$ cat src/rtl/ex_muldiv.sv
// ex_muldiv: iterative RV32M multiply/divide unit for the execute stage (radix-2, one step per cycle).
// Latency: start accepted in cycle T -> result_valid_o in T+33; divide-by-zero/overflow in T+1.
// Backpressure: stallreq_o holds ID/EX while busy; hold_i keeps the result presented in DONE.
module ex_muldiv #(
    parameter int XLEN  = 32,
    parameter int CNT_W = 6
) (
    input  logic            clk,
    input  logic            rst_n,
    input  logic            start_i,
    input  logic [2:0]      md_op_i,
    input  logic [XLEN-1:0] operand1_i,
    input  logic [XLEN-1:0] operand2_i,
    input  logic [4:0]      wreg_addr_i,
    input  logic            flush_i,
    input  logic            hold_i,
    output logic            stallreq_o,
    output logic [XLEN-1:0] result_o,
    output logic            result_valid_o,
    output logic [4:0]      wreg_addr_o
);

    typedef enum logic [1:0] {
        S_IDLE = 2'd0,
        S_CALC = 2'd1,
        S_DONE = 2'd2
    } state_t;

    localparam logic [2:0] OP_MUL    = 3'd0;
    localparam logic [2:0] OP_MULH   = 3'd1;
    localparam logic [2:0] OP_MULHSU = 3'd2;
    localparam logic [2:0] OP_MULHU  = 3'd3;
    localparam logic [2:0] OP_DIV    = 3'd4;
    localparam logic [2:0] OP_DIVU   = 3'd5;
    localparam logic [2:0] OP_REM    = 3'd6;
    localparam logic [2:0] OP_REMU   = 3'd7;

    localparam logic [XLEN-1:0]  INT_MIN  = {1'b1, {(XLEN-1){1'b0}}};
    localparam logic [XLEN-1:0]  ALL_ONES = {XLEN{1'b1}};
    localparam logic [CNT_W-1:0] LAST_CNT = CNT_W'(XLEN - 1);

    state_t            r_state;
    state_t            w_state_nxt;

    logic [2:0]        r_op;
    logic              r_neg;
    logic [XLEN-1:0]   r_opnd;
    logic [2*XLEN-1:0] r_acc;
    logic [XLEN-1:0]   r_rem;
    logic [CNT_W-1:0]  r_cnt;
    logic [XLEN-1:0]   r_result;
    logic              r_result_valid;
    logic [4:0]        r_wreg_addr;

    logic              w_is_div;
    logic              w_op1_signed;
    logic              w_op2_signed;
    logic              w_op1_neg;
    logic              w_op2_neg;
    logic [XLEN-1:0]   w_abs1;
    logic [XLEN-1:0]   w_abs2;
    logic              w_neg_flag;
    logic              w_div_zero;
    logic              w_div_ovf;
    logic              w_special;
    logic [XLEN-1:0]   w_special_res;
    logic              w_accept;
    logic              w_last;

    logic [XLEN:0]     w_sum;
    logic [XLEN:0]     w_shift;
    logic [XLEN:0]     w_diff;
    logic [2*XLEN-1:0] w_acc_step;
    logic [XLEN-1:0]   w_rem_step;
    logic [2*XLEN-1:0] w_prod_fix;
    logic [XLEN-1:0]   w_div_raw;
    logic [XLEN-1:0]   w_div_fix;
    logic [XLEN-1:0]   w_calc_res;

    // Decode the incoming instruction: signedness, magnitudes, result sign and the no-iteration cases.
    always_comb begin
        w_is_div     = md_op_i[2];
        w_op1_signed = (md_op_i == OP_MULH) || (md_op_i == OP_MULHSU) ||
                       (md_op_i == OP_DIV)  || (md_op_i == OP_REM);
        w_op2_signed = (md_op_i == OP_MULH) || (md_op_i == OP_DIV) || (md_op_i == OP_REM);
        w_op1_neg    = w_op1_signed & operand1_i[XLEN-1];
        w_op2_neg    = w_op2_signed & operand2_i[XLEN-1];
        w_abs1       = w_op1_neg ? (-operand1_i) : operand1_i;
        w_abs2       = w_op2_neg ? (-operand2_i) : operand2_i;
        // A remainder takes the dividend's sign; products and quotients take the XOR.
        w_neg_flag   = (md_op_i == OP_REM) ? w_op1_neg : (w_op1_neg ^ w_op2_neg);
        w_div_zero   = w_is_div && (operand2_i == '0);
        w_div_ovf    = ((md_op_i == OP_DIV) || (md_op_i == OP_REM)) &&
                       (operand1_i == INT_MIN) && (operand2_i == ALL_ONES);
        w_special    = w_div_zero || w_div_ovf;
        if (w_div_zero) begin
            w_special_res = md_op_i[1] ? operand1_i : ALL_ONES;
        end else begin
            w_special_res = md_op_i[1] ? '0 : INT_MIN;
        end
        w_accept = (r_state == S_IDLE) && start_i && !flush_i;
        w_last   = (r_cnt == LAST_CNT);
    end

    // One radix-2 step: shift-add for multiply, restoring shift-subtract for divide.
    always_comb begin
        w_sum      = {1'b0, r_acc[2*XLEN-1:XLEN]} + {1'b0, r_opnd};
        w_shift    = {r_rem, r_acc[XLEN-1]};
        w_diff     = w_shift - {1'b0, r_opnd};
        w_acc_step = r_acc;
        w_rem_step = r_rem;
        if (r_op[2]) begin
            // Divide: r_acc[XLEN-1:0] shifts the dividend out and the quotient in.
            if (w_diff[XLEN]) begin
                w_rem_step = w_shift[XLEN-1:0];
                w_acc_step = {r_acc[2*XLEN-1:XLEN], r_acc[XLEN-2:0], 1'b0};
            end else begin
                w_rem_step = w_diff[XLEN-1:0];
                w_acc_step = {r_acc[2*XLEN-1:XLEN], r_acc[XLEN-2:0], 1'b1};
            end
        end else if (r_acc[0]) begin
            // Multiply: the multiplier sits in the low half and is consumed LSB first.
            w_acc_step = {w_sum, r_acc[XLEN-1:1]};
        end else begin
            w_acc_step = {1'b0, r_acc[2*XLEN-1:1]};
        end
    end

    // Sign fix-up and result selection applied to the value of the final step.
    always_comb begin
        w_prod_fix = r_neg ? (-w_acc_step) : w_acc_step;
        w_div_raw  = r_op[1] ? w_rem_step : w_acc_step[XLEN-1:0];
        w_div_fix  = r_neg ? (-w_div_raw) : w_div_raw;
        case (r_op)
            OP_MUL:                       w_calc_res = w_prod_fix[XLEN-1:0];
            OP_MULH, OP_MULHSU, OP_MULHU: w_calc_res = w_prod_fix[2*XLEN-1:XLEN];
            OP_DIV, OP_DIVU,
            OP_REM, OP_REMU:              w_calc_res = w_div_fix;
            default:                      w_calc_res = '0;
        endcase
    end

    // State register.
    always_ff @(posedge clk or negedge rst_n) begin
        if (!rst_n) begin
            r_state <= S_IDLE;
        end else begin
            r_state <= w_state_nxt;
        end
    end

    // Next-state logic; flush overrides start and hold from any state.
    always_comb begin
        w_state_nxt = r_state;
        case (r_state)
            S_IDLE: begin
                if (w_accept) begin
                    w_state_nxt = w_special ? S_DONE : S_CALC;
                end
            end
            S_CALC: begin
                if (w_last) begin
                    w_state_nxt = S_DONE;
                end
            end
            S_DONE: begin
                if (!hold_i) begin
                    w_state_nxt = S_IDLE;
                end
            end
            default: w_state_nxt = S_IDLE;
        endcase
        if (flush_i) begin
            w_state_nxt = S_IDLE;
        end
    end

    // Operand latching, iteration and result registers.
    always_ff @(posedge clk or negedge rst_n) begin
        if (!rst_n) begin
            r_op           <= '0;
            r_neg          <= 1'b0;
            r_opnd         <= '0;
            r_acc          <= '0;
            r_rem          <= '0;
            r_cnt          <= '0;
            r_result       <= '0;
            r_result_valid <= 1'b0;
            r_wreg_addr    <= '0;
        end else if (flush_i) begin
            r_cnt          <= '0;
            r_result_valid <= 1'b0;
        end else begin
            case (r_state)
                S_IDLE: begin
                    if (start_i) begin
                        r_op        <= md_op_i;
                        r_neg       <= w_neg_flag;
                        r_wreg_addr <= wreg_addr_i;
                        r_cnt       <= '0;
                        r_rem       <= '0;
                        // Low half holds the multiplier or dividend; r_opnd the multiplicand or divisor.
                        r_acc       <= {{XLEN{1'b0}}, (w_is_div ? w_abs1 : w_abs2)};
                        r_opnd      <= w_is_div ? w_abs2 : w_abs1;
                        if (w_special) begin
                            r_result       <= w_special_res;
                            r_result_valid <= 1'b1;
                        end
                    end
                end
                S_CALC: begin
                    r_acc <= w_acc_step;
                    r_rem <= w_rem_step;
                    r_cnt <= r_cnt + CNT_W'(1);
                    if (w_last) begin
                        r_result       <= w_calc_res;
                        r_result_valid <= 1'b1;
                    end
                end
                S_DONE: begin
                    if (!hold_i) begin
                        r_result_valid <= 1'b0;
                    end
                end
                default: r_result_valid <= 1'b0;
            endcase
        end
    end

    assign stallreq_o     = ((r_state == S_IDLE) && start_i && !flush_i) ||
                            ((r_state == S_CALC) && !flush_i);
    assign result_o       = r_result;
    assign result_valid_o = r_result_valid;
    assign wreg_addr_o    = r_wreg_addr;

endmodule

$ cat config.mk
export PLATFORM = sky130hd
export DESIGN_NAME = ex_muldiv
export DESIGN_NICKNAME = d
export VERILOG_FILES = /design/src/rtl/ex_muldiv.sv
export SDC_FILE = /design/constraint.sdc
export NUM_CORES = 1
export LEC_CHECK = 0
export BUFFER_PORTS_ARGS = -buffer_cell sky130_fd_sc_hd__buf_4
export CAP_MARGIN = 20
export CORE_MARGIN = 4
export CORE_UTILIZATION = 55
export CTS_CLUSTER_DIAMETER = 50
export DETAILED_ROUTE_END_ITERATION = 8
export GPL_TIMING_DRIVEN = 0
export MAX_ROUTING_LAYER = met4
export PLACE_DENSITY_LB_ADDON = 0.25
export SLEW_MARGIN = 15
export SYNTH_ARGS = -nofsm -noshare
export SYNTH_HDL_FRONTEND = slang
export SYNTH_SLANG_ARGS = --single-unit
$ cat constraint.sdc
create_clock -name clk -period 5.4 [get_ports clk]
set_clock_uncertainty 0.15 [all_clocks]
set_input_delay 1.08 -clock clk [delete_from_list [all_inputs] [get_ports clk]]
set_output_delay 1.08 -clock clk [all_outputs]
set_load 0.005 [all_outputs]
; ---- After elaboration in Yosys (flattened, before gate mapping)
; Index checks and enable logic that the tools add are counted.
[totals]
reg_bits = 178
out_inout_bits = 39
word_cells = 113
[classes]
n_addsub = 7
eq_ne = 24
n_mux = 40
bitwise_logic = 4
n_reduce_logical = 28
[op_table]
columns = operator, count
row1 = 32-bit 2-to-1 mux, 15
row2 = 64-bit 2-to-1 mux, 4
row3 = 32-bit one-hot mux with 2 select lines, 2
row4 = 64-bit one-hot mux with 2 select lines, 1
row5 = 32-bit negation, 3
row6 = 32-bit one-hot mux with 3 select lines, 1
row7 = 32-bit equality test (second input constant), 2
row8 = 64-bit negation, 1
row9 = 32-bit by 32-bit adder with 33-bit output, 1
row10 = 33-bit by 32-bit subtractor with 33-bit output, 1
row11 = 32-bit logical NOT, 1
row12 = 3-bit equality test (second input constant), 6
row13 = 3-bit inequality test (second input constant), 5
row14 = 6-bit 2-to-1 mux, 2
row15 = 6-bit one-hot mux with 2 select lines, 1
row16 = 2-bit 2-to-1 mux, 5
row17 = 3-bit by 2-bit equality test with 1-bit output (second input constant), 3
row18 = 3-bit AND reduction, 3
row19 = 1-bit logical OR, 8
row20 = 1-bit 2-to-1 mux, 7
row21 = 6-bit by 1-bit adder with 6-bit output (second input constant), 1
row22 = 3-bit by 1-bit equality test with 1-bit output (second input constant), 2
row23 = 6-bit by 5-bit equality test with 1-bit output (second input constant), 1
row24 = 1-bit logical AND, 6
row25 = 18 further kinds, 21

; ---- Depth between registers and ports, before layout
[logic_depth]
depth_word = 9
ltp_mapped = 24

; ---- Worst setup path before layout
; OpenSTA, ideal clock, no wires.
[synth_timing]
path_type = flip-flop to flip-flop
start = register r_acc[31]
end = register r_result[24] (netlist: result_o[24])
setup_ns = 0.124
t_arrival_ns = 5.297
path_slack_ns = -0.171
stages_incl_launch_ff = 25
n_path_buf = 2
cell_sequence = dfrtp_1 inv_1 ha_1 fa_1 nand2b_1 a21oi_1 o21a_2 o211ai_2 a21oi_4 buf_4 buf_2 o31a_1 ha_1 o2111ai_1 or2_2 nor4_1 o21ai_0 or3_1 or3_1 nor3_2 nand3_1 and3_1 o21ai_0 o2111a_1 a21oi_2
[synth_via]
elab_chain_cells = 9
word_cells_on_any_way = 14
[synth_lines]
columns = element, line
row1 = from (decl), 48  ; logic [2*XLEN-1:0] r_acc;
row2 = from (signal assigned), 203  ; r_acc <= {{XLEN{1'b0}}, (w_is_div ? w_abs1 : w_abs2)};
row3 = from (signal assigned), 212  ; r_acc <= w_acc_step;
row4 = 33-bit by 32-bit subtractor with 33-bit output, 109  ; w_diff = w_shift - {1'b0, r_opnd};
row5 = 1-bit 2-to-1 mux / 32-bit 2-to-1 mux (equally long branches), 114  ; if (w_diff[XLEN]) begin
row6 = 64-bit 2-to-1 mux / 32-bit 2-to-1 mux (equally long branches), 112  ; if (r_op[2]) begin
row7 = 32-bit 2-to-1 mux, 132  ; w_div_raw = r_op[1] ? w_rem_step : w_acc_step[XLEN-1:0];
row8 = 32-bit negation, 133  ; w_div_fix = r_neg ? (-w_div_raw) : w_div_raw;
row9 = 32-bit 2-to-1 mux, 133
row10 = 32-bit one-hot mux with 3 select lines (*), 134  ; case (r_op)
row11 = 32-bit 2-to-1 mux (*), 215  ; if (w_last) begin
row12 = 32-bit one-hot mux with 2 select lines (*), 194  ; case (r_state)
row13 = to (signal assigned), 206  ; r_result <= w_special_res;
row14 = to (signal assigned), 216  ; r_result <= w_calc_res;
row15 = to (decl), 51  ; logic [XLEN-1:0] r_result;
; Mark *: on every way between the ends. The rest lies on a longest branch, timed or not. The select of a mux whose other input is x is not followed.
; A chain may end at the register's enable or synchronous reset.

; ---- Worst setup path in the final report
[layout_timing]
start = register r_op[2]
end = register r_result[19] (netlist: result_o[19])
[layout_via]
elab_chain_cells = 7
word_cells_on_any_way = 20
[layout_lines]
columns = element, line
row1 = from (decl), 45  ; logic [2:0] r_op;
row2 = from (signal assigned), 197  ; r_op <= md_op_i;
row3 = 64-bit 2-to-1 mux / 32-bit 2-to-1 mux (equally long branches), 112
row4 = 32-bit 2-to-1 mux, 132
row5 = 32-bit negation, 133
row6 = 32-bit 2-to-1 mux, 133
row7 = 32-bit one-hot mux with 3 select lines (*), 134
row8 = 32-bit 2-to-1 mux (*), 215
row9 = 32-bit one-hot mux with 2 select lines (*), 194
; Marks and branches as above.

==> run summary <==
Status = complete, but fails checks
Failing checks = negative setup slack
Io pins = 116
Main synth FF type = dfrtp_1
Remaining global-route overflow = 0
Worst hold slack = 0.336 ns
Count of different cell masters after synthesis = 101
Min Tclk post-route = 5.58 ns
Routability cong. = 1.15
Htree depth = 4
Worst-margin pin slew = 1.19 ns
Antenna-violating nets left = 0
WS Path Type = register to register
RSZ-0062 raised after global routing = true
HP Class = register to register
Synth Cell Area = 0.0180 mm2
Syn_area_per_cell = 7.41 um2
Fillers = 2759
Number of flops mapped to enable cells by yosys = 0
Port Buf Inserts = 113
Final Slew Violations = 0
Post-DP HPWL = 67300 um
Max Used Layer = met4
Critical Path Fanout Max = 10
DRT Pass-1 Iters = 8
Crit path top cell by count = buf_2
PwrDens = 454 mW/mm2
Leakage = 8.96 nW
Ys async rst share = 100%
Clk_lat worst skew = 0.48 ns
VDD IR max = 0.243 mV
R2R setup slack = -0.18 ns
Final WS setup = -0.182 ns
Vias in the first global route = 20.3k
Nets = 2777
Sequential share of the synthesized area = 24.7%
FF+latch count, synth = 178
Critical path required time = 5.59 ns
CP max stage cell = buf_2
Die H = 189 um
Syn nets = 2579
Core area = 0.0325 mm2
Drt drc = 0
Full die area = 0.0357 mm2
Slowest Stage Delay on Critical Path = 0.44 ns
Final count of negative-setup-slack endpoints = 14
Root Driver = clkbuf_16
Met2 routed WL = 36100 um
Area grow syn2layout = 19.2%
WP buf/inv = 8
Layout Cells excl Fill = 3093
Routed met3 length = 14600 um
Final Hold Vio Count = 0
Metal-1 WL = 33000 um
Avg Vias per Cell = 7.05
Slew headroom = 20.2%
Initial core utilization = 55.5%
Worst EP arrival = 5.78 ns
Largest net degree at the start of global routing = 96
Num CTS Buffers = 17
Layout cells sized above 1 = 16.6%
TritonCTS clock tree = done
Top cell type's share of synthesized area = 24.7%
Routed WL = 91300 um
Critical path, cell by cell = buf_4 > buf_2 > buf_2 > buf_2 > buf_2 > clkbuf_2 > clkbuf_2 > a22oi_1 > and3_1 > nand2_1 > nor3_2 > clkbuf_2 > a21oi_1 > xor2_1 > o221ai_1 > a21oi_1 > o21ai_0
Max clock buf depth = 2
MaxCap Viol Count = 0
Fmax = 0.179 GHz
Crit path max-delay family = buffers and inverters
Final period util = 103%
Dominant cell type by area after synthesis = dfrtp_1
Die X = 189 um
Row Count = 66
Drt wl/cell = 29.5 um
Cell count after synthesis = 2430
First-pass GRT wire length = 132000 um
Antenna violations before repair = 6
GR Util All Layers = 50.3%
Yosys warning count = 0
Initial drt markers = 4067
Clock Pin Slew Worst Setup and Hold Paths = 0.09 ns
Via count = 21.8k
Placed Cells = 2987
Synth area leaders = dfrtp_1 (25%), o21ai_0 (8.6%), nand2_1 (6.5%)
# clock sinks = 178
Crit end category = register
Startpoint type of the worst setup path = register
worst register-to-register path, cell delays in order, from the launching register on:
cell and delay [ns]:
dfrtp_1 0.35, buf_4 0.20, buf_2 0.38, buf_2 0.41
buf_2 0.42, buf_2 0.44, clkbuf_2 0.42, clkbuf_2 0.43
a22oi_1 0.16, and3_1 0.32, nand2_1 0.13, nor3_2 0.08
clkbuf_2 0.22, a21oi_1 0.18, xor2_1 0.41, o221ai_1 0.17
a21oi_1 0.42, o21ai_0 0.17
cells by family (layout without fill, tap and decap cells):
kind of cell | count (synthesis) | after routing | share of synthesized area (%)
AOI/OAI and AO/OA | 883 | 883 | 31.1
and+or+nand+nor | 817 | 817 | 21.3
buffers and inverters | 232 | 443 | 5.04
DFF | 178 | 178 | 24.7
xor gates and xnor gates | 168 | 168 | 8.17
muxes | 80 | 80 | 4.57
adders and majority gates | 72 | 72 | 5.08
other | 0 | 10 | 0
layout by cell type (no fill, tap or decap), drive strengths merged, types with 24 or more instances in the layout:
master / n
nor3: 65
nand4: 31
clkbuf: 139
inv: 82
a21oi: 218
dfrtp: 178
nand2: 311
nand2b: 24
xnor2: 92
a22o: 32
nor2: 196
o21ai: 319
buf: 215
xor2: 76
a21o: 36
mux2i: 62
ha: 70
o211ai: 25
and3: 24
nand3: 35
o31ai: 33
area by class of cell:
cell class / instances / area (um2) / area share, %
clock buffers: 18 / 439 / 2.05
diodes: 10 / 25.0 / 0.117
multi-input cells: 2020 / 13400 / 62.6
repair buffers: 186 / 1440 / 6.69
clock inverters: 14 / 159 / 0.740
plain buffers: 151 / 642 / 2.99
flip-flops and latches: 178 / 4500 / 20.9
inverters: 74 / 278 / 1.29
well taps: 442 / 553 / 2.58
timing repair:
| action | CTS | global route |
|---|---|---|
| gates resized for setup | 159 | 60 |
| setup buffers | 51 | 19 |
| pin swaps | 28 | 33 |
| endpoints found under the hold margin | 0 | 0 |
| endpoints found under the setup margin | 70 | 31 |
| hold buffers | 0 | 0 |
metrics by stage:
step	worst slack (ns)	utilization [%]	power, mW	TNS, ns	area (um2)
4_1_cts	-0.0300	65.1	9.07	-0.0859	21100
6_report	-0.182	66.2	9.75	-1.01	21500
3_3_place_gp	-2.07	59.9	7.21	-55.61	19400
3_5_place_dp	-2.10	60.0	7.30	-58.24	19500
5_1_grt	-0.191	66.1	10.0	-0.725	21500
2_1_floorplan	0.00112	-	5.18	0	18000
cells in the mapped netlist, types with 10 or more instances:
| cell type | instances |
|---|---|
| nand2_1 | 311 |
| xor2_1 | 76 |
| mux2i_1 | 62 |
| a22o_1 | 32 |
| buf_2 | 15 |
| nor2_1 | 196 |
| nand3_1 | 34 |
| inv_1 | 73 |
| nor3_1 | 64 |
| ha_1 | 70 |
| o21a_1 | 16 |
| mux2_2 | 18 |
| o221ai_1 | 16 |
| a31oi_1 | 23 |
| xnor2_1 | 92 |
| o211ai_1 | 24 |
| a211oi_1 | 22 |
| nand4_1 | 31 |
| dfrtp_1 | 178 |
| buf_1 | 17 |
| nor3b_1 | 10 |
| nand2b_1 | 24 |
| clkbuf_1 | 122 |
| a21o_1 | 36 |
| a22oi_1 | 15 |
| or4_1 | 11 |
| o31ai_1 | 31 |
| nor2b_1 | 18 |
| and3_1 | 24 |
| o21ai_0 | 311 |
| or3_1 | 21 |
| a21oi_1 | 216 |
| a221oi_1 | 17 |
| nor4_1 | 14 |
| and2_1 | 21 |
per-layer routing:
| layer | vias to the layer above | track usage (%) |
|---|---|---|
| li1 | 9329 | - |
| met1 | 10100 | 62.0 |
| met2 | 1912 | 70.0 |
| met3 | 492 | 19.1 |
| met4 | 0 | 30.0 |
| met5 | - | - |
flip-flops by register name, indices dropped and copies added (netlist names):
signal / cells
r_acc: 64
r_cnt: 6
r_neg: 1
r_op: 3
r_opnd: 32
r_rem: 32
r_state: 2
result_o: 32
result_valid_o: 1
wreg_addr_o: 5
final timing paths:
kind | startpoint | end | cells after the start
min in group asynchronous | rst_n | r_acc[50] | 1
min reg2reg | result_o[1] | result_o[1] | 2
max in group asynchronous | rst_n | r_opnd[7] | 2
min | result_o[1] | result_o[1] | 2
max | r_op[2] | result_o[19] | 17
max reg2reg | r_op[2] | result_o[19] | 17
report_power, final:
| part | total [mW] | leakage (nW) | switching, mW | internal [mW] |
|---|---|---|---|---|
| sequential | 2.21 | 2.27 | 0.522 | 1.68 |
| combinational | 6.20 | 6.40 | 4.15 | 2.05 |
| clock | 1.34 | 0.292 | 0.705 | 0.639 |
Power figures use the tool's default switching activity.
